$ cat config.mk
export PLATFORM = sky130hd
export DESIGN_NAME = instr_encoder_flat
export DESIGN_NICKNAME = d
export VERILOG_FILES = /design/src/rtl/instr_encoder_if.sv /design/src/rtl/instr_encoder.sv /design/src/flat_wrapper.sv
export SDC_FILE = /design/constraint.sdc
export NUM_CORES = 1
export LEC_CHECK = 0
export ABC_AREA = 0
export CORE_ASPECT_RATIO = 2
export CORE_MARGIN = 5
export CORE_UTILIZATION = 46
export DETAILED_ROUTE_END_ITERATION = 6
export PLACE_DENSITY = 0.93
export SLEW_MARGIN = 20
export SYNTH_ARGS = -nofsm -noshare
export SYNTH_HDL_FRONTEND = slang
export SYNTH_SLANG_ARGS = --single-unit
$ cat constraint.sdc
create_clock -name clk -period 2.8 [get_ports clk]
set_clock_uncertainty 0.05 [all_clocks]
set_input_delay 0.42 -clock clk [delete_from_list [all_inputs] [get_ports clk]]
set_output_delay 0.42 -clock clk [all_outputs]
set_load 0.03 [all_outputs]
$ cat src/rtl/instr_encoder_if.sv
// Request/response bundle between an instruction producer and instr_encoder.
// The encoder sits on the slave side and the loader or sequencer sits on the master side.
interface instr_encoder_if #(
    parameter int ADDR_W = 10
);
    logic              in_valid;
    logic              in_ready;
    logic [6:0]        opcode;
    logic [4:0]        rd;
    logic [4:0]        rs1;
    logic [4:0]        rs2;
    logic [2:0]        funct3;
    logic [6:0]        funct7;
    logic [31:0]       imm;
    logic              out_valid;
    logic              out_ready;
    logic [31:0]       out_instr;
    logic [ADDR_W-1:0] out_addr;
    logic              err_valid;
    logic [1:0]        err_code;
    logic [15:0]       instr_count;

    modport slave (
        input  in_valid, opcode, rd, rs1, rs2, funct3, funct7, imm, out_ready,
        output in_ready, out_valid, out_instr, out_addr, err_valid, err_code, instr_count
    );

    modport master (
        output in_valid, opcode, rd, rs1, rs2, funct3, funct7, imm, out_ready,
        input  in_ready, out_valid, out_instr, out_addr, err_valid, err_code, instr_count
    );
endinterface

$ cat src/rtl/instr_encoder.sv
// Packs decoded RISC-V fields into 32-bit instruction words and validates immediates.
// Each word is assigned a sequential byte address through a single registered output stage.
module instr_encoder #(
    parameter int ADDR_W    = 10,
    parameter int BASE_ADDR = 0
) (
    input  logic           clk,
    input  logic           rst_n,
    input  logic           restart,
    instr_encoder_if.slave bus
);
    localparam logic [ADDR_W-1:0] BASE = ADDR_W'(BASE_ADDR);

    logic [31:0]       imm;
    logic [31:0]       word;
    logic [1:0]        err_next;
    logic              legal;
    logic              accept;
    logic              i_range_ok;
    logic              b_range_ok;
    logic              j_range_ok;

    logic              out_valid_q;
    logic [31:0]       out_instr_q;
    logic [ADDR_W-1:0] out_addr_q;
    logic              err_valid_q;
    logic [1:0]        err_code_q;
    logic [15:0]       count_q;
    logic [ADDR_W-1:0] counter;
    logic [ADDR_W-1:0] addr_base;
    logic [15:0]       count_base;
    logic [15:0]       count_inc;

    assign imm        = bus.imm;
    assign i_range_ok = (&imm[31:11]) | ~(|imm[31:11]);
    assign b_range_ok = (&imm[31:12]) | ~(|imm[31:12]);
    assign j_range_ok = (&imm[31:20]) | ~(|imm[31:20]);

    // Field packing and legality; error code 0 means the request is legal.
    always_comb begin
        word     = '0;
        err_next = 2'd0;
        case (bus.opcode)
            7'h03: begin
                word = {imm[11:0], bus.rs1, bus.funct3, bus.rd, bus.opcode};
                if (bus.funct3 != 3'b010) err_next = 2'd3;
                else if (!i_range_ok)     err_next = 2'd1;
            end
            7'h13: begin
                word = {imm[11:0], bus.rs1, bus.funct3, bus.rd, bus.opcode};
                if (!i_range_ok) err_next = 2'd1;
            end
            7'h23: begin
                word = {imm[11:5], bus.rs2, bus.rs1, bus.funct3, imm[4:0], bus.opcode};
                if (!i_range_ok) err_next = 2'd1;
            end
            7'h33: begin
                word = {bus.funct7, bus.rs2, bus.rs1, bus.funct3, bus.rd, bus.opcode};
            end
            7'h17, 7'h37: begin
                word = {imm[31:12], bus.rd, bus.opcode};
                if (imm[11:0] != 12'd0) err_next = 2'd2;
            end
            7'h63: begin
                word = {imm[12], imm[10:5], bus.rs2, bus.rs1, bus.funct3,
                        imm[4:1], imm[11], bus.opcode};
                if (imm[0])           err_next = 2'd2;
                else if (!b_range_ok) err_next = 2'd1;
            end
            7'h6F: begin
                word = {imm[20], imm[10:1], imm[11], imm[19:12], bus.rd, bus.opcode};
                if (imm[0])           err_next = 2'd2;
                else if (!j_range_ok) err_next = 2'd1;
            end
            default: err_next = 2'd3;
        endcase
    end

    assign legal      = (err_next == 2'd0);
    assign accept     = bus.in_valid && bus.in_ready;
    // Restart takes effect before a same-cycle accept so that word lands on BASE.
    assign addr_base  = restart ? BASE : counter;
    assign count_base = restart ? 16'd0 : count_q;
    assign count_inc  = (count_base == 16'hFFFF) ? count_base : count_base + 16'd1;

    // Output register, address counter and emitted-word counter.
    always_ff @(posedge clk or negedge rst_n) begin
        if (!rst_n) begin
            out_valid_q <= 1'b0;
            out_instr_q <= '0;
            out_addr_q  <= '0;
            err_valid_q <= 1'b0;
            err_code_q  <= 2'd0;
            count_q     <= 16'd0;
            counter     <= BASE;
        end else begin
            err_valid_q <= accept && !legal;
            if (accept && !legal) err_code_q <= err_next;
            if (accept && legal) begin
                out_valid_q <= 1'b1;
                out_instr_q <= word;
                out_addr_q  <= addr_base;
                counter     <= addr_base + ADDR_W'(4);
                count_q     <= count_inc;
            end else begin
                if (bus.out_ready) out_valid_q <= 1'b0;
                counter <= addr_base;
                count_q <= count_base;
            end
        end
    end

    assign bus.in_ready    = !out_valid_q || bus.out_ready;
    assign bus.out_valid   = out_valid_q;
    assign bus.out_instr   = out_instr_q;
    assign bus.out_addr    = out_addr_q;
    assign bus.err_valid   = err_valid_q;
    assign bus.err_code    = err_code_q;
    assign bus.instr_count = count_q;
endmodule

$ cat src/flat_wrapper.sv
// flat-port wrapper written by rule: the top's interface ports become plain ports
module instr_encoder_flat 
#(
    parameter int ADDR_W    = 10,
    parameter int BASE_ADDR = 0
)
  (clk, rst_n, restart, bus_in_valid, bus_opcode, bus_rd, bus_rs1, bus_rs2, bus_funct3, bus_funct7, bus_imm, bus_out_ready, bus_in_ready, bus_out_valid, bus_out_instr, bus_out_addr, bus_err_valid, bus_err_code, bus_instr_count);
  instr_encoder_if #(.ADDR_W(ADDR_W)) bus_i ();
  input  logic clk;
  input  logic rst_n;
  input  logic restart;
  input wire logic [$bits(bus_i.in_valid)-1:0] bus_in_valid;
  input wire logic [$bits(bus_i.opcode)-1:0] bus_opcode;
  input wire logic [$bits(bus_i.rd)-1:0] bus_rd;
  input wire logic [$bits(bus_i.rs1)-1:0] bus_rs1;
  input wire logic [$bits(bus_i.rs2)-1:0] bus_rs2;
  input wire logic [$bits(bus_i.funct3)-1:0] bus_funct3;
  input wire logic [$bits(bus_i.funct7)-1:0] bus_funct7;
  input wire logic [$bits(bus_i.imm)-1:0] bus_imm;
  input wire logic [$bits(bus_i.out_ready)-1:0] bus_out_ready;
  output wire logic [$bits(bus_i.in_ready)-1:0] bus_in_ready;
  output wire logic [$bits(bus_i.out_valid)-1:0] bus_out_valid;
  output wire logic [$bits(bus_i.out_instr)-1:0] bus_out_instr;
  output wire logic [$bits(bus_i.out_addr)-1:0] bus_out_addr;
  output wire logic [$bits(bus_i.err_valid)-1:0] bus_err_valid;
  output wire logic [$bits(bus_i.err_code)-1:0] bus_err_code;
  output wire logic [$bits(bus_i.instr_count)-1:0] bus_instr_count;
  assign bus_i.in_valid = bus_in_valid;
  assign bus_i.opcode = bus_opcode;
  assign bus_i.rd = bus_rd;
  assign bus_i.rs1 = bus_rs1;
  assign bus_i.rs2 = bus_rs2;
  assign bus_i.funct3 = bus_funct3;
  assign bus_i.funct7 = bus_funct7;
  assign bus_i.imm = bus_imm;
  assign bus_i.out_ready = bus_out_ready;
  assign bus_in_ready = bus_i.in_ready;
  assign bus_out_valid = bus_i.out_valid;
  assign bus_out_instr = bus_i.out_instr;
  assign bus_out_addr = bus_i.out_addr;
  assign bus_err_valid = bus_i.err_valid;
  assign bus_err_code = bus_i.err_code;
  assign bus_instr_count = bus_i.instr_count;
  instr_encoder #(.ADDR_W(ADDR_W), .BASE_ADDR(BASE_ADDR)) u_core (.clk(clk), .rst_n(rst_n), .restart(restart), .bus(bus_i));
endmodule
==> impl_metrics.yaml, run 1 <==
floorplan:
  die_area_mm2: 0.0104
  core_area_mm2: 0.00823
  io_pins: 132
  start_util_pct: 46.7
  die_h_um: 139
  die_x_um: 74.6
  rows: 47
power:
  power_uw: 3400
  pwr_density_cell_mw_per_mm2: 534
  max-vdd-ir-drop_mv: 0.503
  power.leakage_uw: 0.00277
cells_and_area:
  drive_gt1_share_pct: 26.9
  layout.nets: 674
  n_antenna_cell: 0
  area_delta_synth_final_pct: 65.9
synthesis:
  netlist_area_mm2: 0.00384
  yosysSeqAreaShare_pct: 46.9
  yosysMostFrequentCell: "dfrtp_1"
  synth_cell_types: 59
  synth.largest_area_cell: "dfrtp_1"
  ys_warn_count: 0
  synth_edf_count: 0
  synth_top_area_share_pct: 46.9
  synthTopCellsByCount: "72 x dfrtp_1, 36 x nor2_1, 35 x nand2_1"
  synthArstFlopShare_pct: 100
  yosys_register_bits: 72
  synth.area.top_cells: "dfrtp_1 47%, a21oi_1 3.5%, nor2_1 3.5%"
  synth_flop_cell: "dfrtp_1"
  syn_avg_cell_area_um2: 9.93
  synthCells: 387
  synth_nets: 458
sta:
  fin_crit_sh_pct: 99.3
  worst_pin_slew_ns: 0.949
  hold_viol: 0
  rsz0062_at_grt: "true"
  relSlewSlack_pct: 36.7
  fmax_mhz: 360
  slew_viol_final: 0
  min_period_ns: 2.78
  layout_setup_ws_ns: 0.0202
  setup_viol: 0
cts:
  htreeDepth: 3
  cts_sinks: 72
  clock_path_buffers: 2
  clkLatencyLatePin_ns: 0.34
  cts_inserted_buffers: 9
  cts_tree: "yes"
  clk_pin_slew_worst_paths_ns: 0.06
  cts_root_buffer: "clkbuf_16"
placed_design:
  dpl_worst_slack_ns: -0.597
  gp_congestion: 1.00
  dp_hpwl_um: 10500
  port_buffers: 131
global_routing:
  use_met3_pct: 6.28
  grt_antenna_before_repair: 0
  grt_util_met2_pct: 49.3
  grt_pass1_vias: 4605
  grtUsageTotal_pct: 28.9
  grt_most_used_layer: "met2"
  grt_pass1_wl_um: 22800
  grt_overflow: 0
  grt_max_degree: 73
  groute.layer.met1.usage_pct: 29.4
drt:
  route.vias.total: 4385
  vias_per_cell: 6.22
  first_pass_iters: 5
  drc: 0
  avgRoutedWirePerCell_um: 21.3
  drtIter0Drc: 460
  ant_nets: 0
  totalWireLength_um: 15000
worst_setup_path:
  start_kind: "input port"
  r2r_setup_slack_ns: 0.35
  arrival_ns: 2.95
  cp_top_family: "buffers and inverters"
  crit_slowest_cell: "clkdlybuf4s50_1"
  critPathKind: "in2reg"
  crit_path_end_kind: "flop"
  r2r-end: "u_core.bus.instr_count[8]$_DFF_PN0_"
  max_stage_delay_ns: 0.50
  worst-path-buf-inv: 4
  critPathRequiredTime_ns: 2.97
  r2r_start: "u_core.bus.instr_count[13]$_DFF_PN0_"
  rr_worst_depth: 8
  crit_chain: "clkdlybuf4s50_1 > nand2_2 > buf_4 > nor4_4 > o211ai_1 > a221oi_4 > buf_6 > nor4_4 > buf_4 > nand3_1 > mux2_2"
  cp_max_fo: 5
hold_path:
  hold_class: "in2async"
flow_run:
  maxCapViolations: 0
status:
  status: "finished, final reports clean"
report_power, final:
group	total [uW]	internal [uW]	switching [uW]
logic	968	430	538
clock network	1180	736	443
registers	1250	1170	85.3
total	3400	2340	1070
stage by stage:
stage	setup TNS, ns	hold slack (ns)	utilization (%)	cells	cell area [um^2]
3_5_place_dp	-30.91	0.403	70.9	684	5830
5_1_grt	-0.173	0.255	77.4	705	6370
3_3_place_gp	-18.49	0.398	70.9	684	5830
4_1_cts	0	0.209	75.4	700	6200
6_report	0	0.177	77.4	705	6370
2_1_floorplan	0	0.0744	-	387	3840
state kept, by name, summed over array words and instances, names as in the netlist:
name	cells
u_core.bus.instr_count	16
u_core.bus.err_code	2
u_core.counter	10
u_core.bus.out_valid	1
u_core.bus.out_addr	10
u_core.bus.out_instr	32
u_core.bus.err_valid	1
area by class of cell:
| class | count | area, um^2 |
|---|---|---|
| clock buffers | 11 | 253 |
| flip-flops and latches | 72 | 1800 |
| multi-input cells | 292 | 2050 |
| fillers | 505 | 1860 |
| well taps | 98 | 123 |
| inverters | 1 | 3.75 |
| clock inverters | 4 | 52.6 |
| repair buffers | 227 | 2090 |
worst max path at each step:
stage                     slack [ns]                                start  depth (start not counted)                                    to
after floorplan                 0.16  u_core.bus.instr_count[1]$_DFF_PN0_                          7   u_core.bus.instr_count[8]$_DFF_PN0_
after global placement         -0.43                          bus_imm[26]                         10  u_core.bus.instr_count[11]$_DFF_PN0_
after detailed placement       -0.60                          bus_imm[26]                         10           u_core.counter[8]$_DFF_PN0_
after CTS                      0.004                          bus_imm[26]                         10   u_core.bus.instr_count[3]$_DFF_PN0_
after global routing           -0.05                           bus_imm[6]                          9  u_core.bus.instr_count[11]$_DFF_PN0_
final                           0.02                        bus_opcode[1]                         11   u_core.bus.instr_count[8]$_DFF_PN0_
timing repair:
action                                  in CTS  in global routing
pin swaps                                    6                 13
setup buffers                                1                  5
endpoints found under the setup margin      63                 56
gates resized for setup                     18                 31
hold buffers                                 0                  0
logic make-up after synthesis:
family / share of synthesized area, %
simple gates: 27.1
flops: 46.9
compound gates: 16.7
fa+ha+maj: 0.651
xor+xnor: 2.28
mux: 2.90
buf+inv: 3.58
per-layer routing:
metal / vias up / wire [um]
met4: 0 / 1060
met2: 310 / 7970
li1: 1882 / -
met1: 2102 / 4810
met5: - / 0
met3: 91 / 1170
placed cells by master, fill, tap and decap left out, types with 4 or more instances in the layout:
cell type / n
nand2_1: 35
clkbuf_16: 9
nand2b_1: 6
a21oi_2: 4
xnor2_1: 8
buf_4: 92
a22oi_1: 17
or3_1: 8
dlymetal6s2s_1: 14
nand3b_1: 4
nand3_1: 11
clkdlybuf4s50_1: 111
dfrtp_1: 72
nor3_1: 4
a21oi_1: 25
or2_2: 4
a222oi_1: 8
nor2b_1: 14
nor4_2: 4
nor2_1: 36
a31oi_1: 6
dlygate4sd2_1: 5
nor4_4: 7
nor4_1: 7
mux2_2: 8
o21ai_0: 9
nand4_1: 14
Power figures use the tool's default switching activity.
==> inputs of run 2 (changes only) <==
--- a/config.mk
+++ b/config.mk
@@ -11,7 +11,6 @@
 export CORE_UTILIZATION = 46
 export DETAILED_ROUTE_END_ITERATION = 6
 export PLACE_DENSITY = 0.93
-export SLEW_MARGIN = 20
 export SYNTH_ARGS = -nofsm -noshare
 export SYNTH_HDL_FRONTEND = slang
 export SYNTH_SLANG_ARGS = --single-unit
==> results of run 2 <==
No change in the layout: final DEF, timing and power equal those of run 1.
==> inputs of run 3 (changes only) <==
--- a/config.mk
+++ b/config.mk
@@ -7,7 +7,7 @@
 export LEC_CHECK = 0
 export ABC_AREA = 0
 export CORE_ASPECT_RATIO = 2
-export CORE_MARGIN = 5
+export CORE_MARGIN = 2
 export CORE_UTILIZATION = 46
 export DETAILED_ROUTE_END_ITERATION = 6
 export PLACE_DENSITY = 0.93
==> run 3 against run 2 <==
Net effect:
- the flow now finishes with violations (setup timing)
- non-clock buffer count decreased by 5
- total power decreased by 1.5%
- first-iteration DRC count increased by 50%
- worst setup slack got worse by 0.070 ns
- combinational power decreased by 0.9%
- critical path depth decreased by 2
- via count increased by 1.2%
- clock power decreased by 3%
- sequential power about the same
- global-route usage increased by 3.6 points
- maximum frequency decreased by 2.4%
- highest routed layer unchanged
==> impl_metrics.yaml, run 3 (synthesized netlist as in run 1, its figures left out) <==
worst_setup_path:
  crit_slowest_cell: "clkdlybuf4s50_1"
  start_kind: "input port"
  critPathRequiredTime_ns: 2.97
  crit_chain: "clkdlybuf4s50_1 > nor4_2 > nand2_1 > or3_1 > and3_4 > buf_4 > nor4_4 > nor4b_4 > mux2_2"
  critPathKind: "in2reg"
  crit_path_end_kind: "flop"
  cp_max_fo: 5
  max_stage_delay_ns: 0.46
  arrival_ns: 3.02
sta:
  layout_setup_ws_ns: -0.0494
  slew_viol_final: 0
  setup_viol: 2
  hold_viol: 0
  fmax_mhz: 351
  hold_slack_ns: 0.164
  worst_pin_slew_ns: 0.920
  fin_crit_sh_pct: 102
  min_period_ns: 2.85
  relSlewSlack_pct: 38.7
drt:
  ant_nets: 0
  met3_length_um: 1270
  wl_met1_um: 4990
  totalWireLength_um: 15700
  route.met2.wl_um: 8260
  top_layer: "met4"
  first_pass_iters: 7
  route.vias.total: 4436
  drtIter0Drc: 691
  avgRoutedWirePerCell_um: 22.5
  vias_per_cell: 6.33
  drc: 0
power:
  p_int_uw: 2280
  p_clk_share_pct: 34.0
  pwr-share-comb_pct: 28.6
  p_seq_share_pct: 37.3
  max-vdd-ir-drop_mv: 0.443
  pwr_density_cell_mw_per_mm2: 528
  switching_share_pct: 31.9
  p_switching_uw: 1070
  power.leakage_uw: 0.00283
placed_design:
  dpl_cell_area_mm2: 0.00578
  port_buffers: 131
  dp.cells: 677
  dpl_worst_slack_ns: -0.573
  dp_hpwl_um: 9860
  gp_congestion: 0.929
cells_and_area:
  layout.nets: 669
  fillers: 485
  final_cell_mix: "100 x clkdlybuf4s50_1, 82 x buf_4, 72 x dfrtp_1"
  largest_register_ffs: 32
  multi_input_area_mm2: 0.00201
  stdcell_count: 701
  register_area_mm2: 0.00180
  final_area_mm2: 0.00635
  finish.utilization_pct: 77.7
  drive_gt1_share_pct: 25.4
  area_delta_synth_final_pct: 65.2
  layout_commonest_cell: "clkdlybuf4s50_1"
floorplan:
  start_util_pct: 47.0
  die_area_mm2: 0.00915
  core_area_mm2: 0.00817
  rows: 47
  die_h_um: 133
  io_pins: 132
  die_x_um: 68.6
cts:
  clkLatencyLatePin_ns: 0.34
  clk_pin_slew_worst_paths_ns: 0.06
  cts_tree: "yes"
  clock_path_buffers: 2
  cts_sinks: 72
  cts_inserted_buffers: 9
  htreeDepth: 3
  cts_root_buffer: "clkbuf_16"
  cts-hold-fix-buffers: 0
hold_path:
  hold_class: "in2async"
global_routing:
  grt_pass1_vias: 4433
  grt_pass1_wl_um: 22000
  grtUsageTotal_pct: 32.5
  grt_overflow: 0
  grt_max_degree: 73
  grt_antenna_before_repair: 1
status:
  status: "complete, but fails checks"
  violations: "setup timing"
flow_run:
  maxCapViolations: 0
==> run 3: final timing paths <==
check,from,endpoint,slack [ns],depth (start not counted)
max,bus_imm[17],u_core.bus.instr_count[11]$_DFF_PN0_,-0.05,9
min,rst_n,u_core.bus.out_instr[1]$_DFFE_PN0P_,0.16,1
max reg2reg,u_core.bus.instr_count[0]$_DFF_PN0_,u_core.bus.instr_count[8]$_DFF_PN0_,0.34,9
min reg2reg,u_core.bus.out_addr[2]$_DFFE_PN0P_,u_core.bus.out_addr[2]$_DFFE_PN0P_,0.42,2
max in group asynchronous,rst_n,u_core.bus.out_instr[12]$_DFFE_PN0P_,1.93,1
min in group clk,bus_imm[24],u_core.bus.out_instr[24]$_DFFE_PN0P_,0.38,3
==> run 3: power by group through the flow <==
stage | registers [uW] | logic, uW | clock network (uW)
finish | 1250 | 959 | 1140
global route | 1260 | 1000 | 1190
CTS | 1250 | 941 | 1140
detailed placement | 1260 | 934 | 0
global placement | 1260 | 910 | 0
floorplan | 1510 | 169 | 0
==> run 3: area by class of cell <==
| class | instances | share of cell area [%] |
|---|---|---|
| diodes | 1 | 0.0394 |
| clock buffers | 10 | 3.61 |
| clock inverters | 5 | 0.926 |
| inverters | 1 | 0.0591 |
| multi-input cells | 292 | 31.7 |
| flip-flops and latches | 72 | 28.4 |
| well taps | 98 | 1.93 |
| repair buffers | 222 | 33.3 |
==> run 3: routing by layer <==
layer / vias up / track usage [%]
li1: 1865 / -
met1: 2094 / 33.9
met2: 355 / 56.0
met3: 122 / 6.50
met4: 0 / 20.6
met5: - / 0
==> run 3: stage by stage <==
stage / setup TNS (ns) / total power, uW
after floorplan: 0 / 1680
after global placement: -21.84 / 2170
after detailed placement: -28.35 / 2190
after CTS: 0 / 3330
after global routing: -0.683 / 3460
final: -0.0735 / 3350
==> run 3: worst max-delay path: cells and delay by family <==
family,cells,cell delay (ns)
simple gates,6,1.59
buf+inv,2,0.63
mux,1,0.37
==> run 3: what timing repair did <==
| item | 4_1_cts | 5_1_grt |
|---|---|---|
| cloned | 0 | 3 |
| endpoints found under the setup margin | 55 | 52 |
| buffers inserted | 2 | 3 |
| resized for setup | 15 | 40 |
| pin swaps | 8 | 20 |
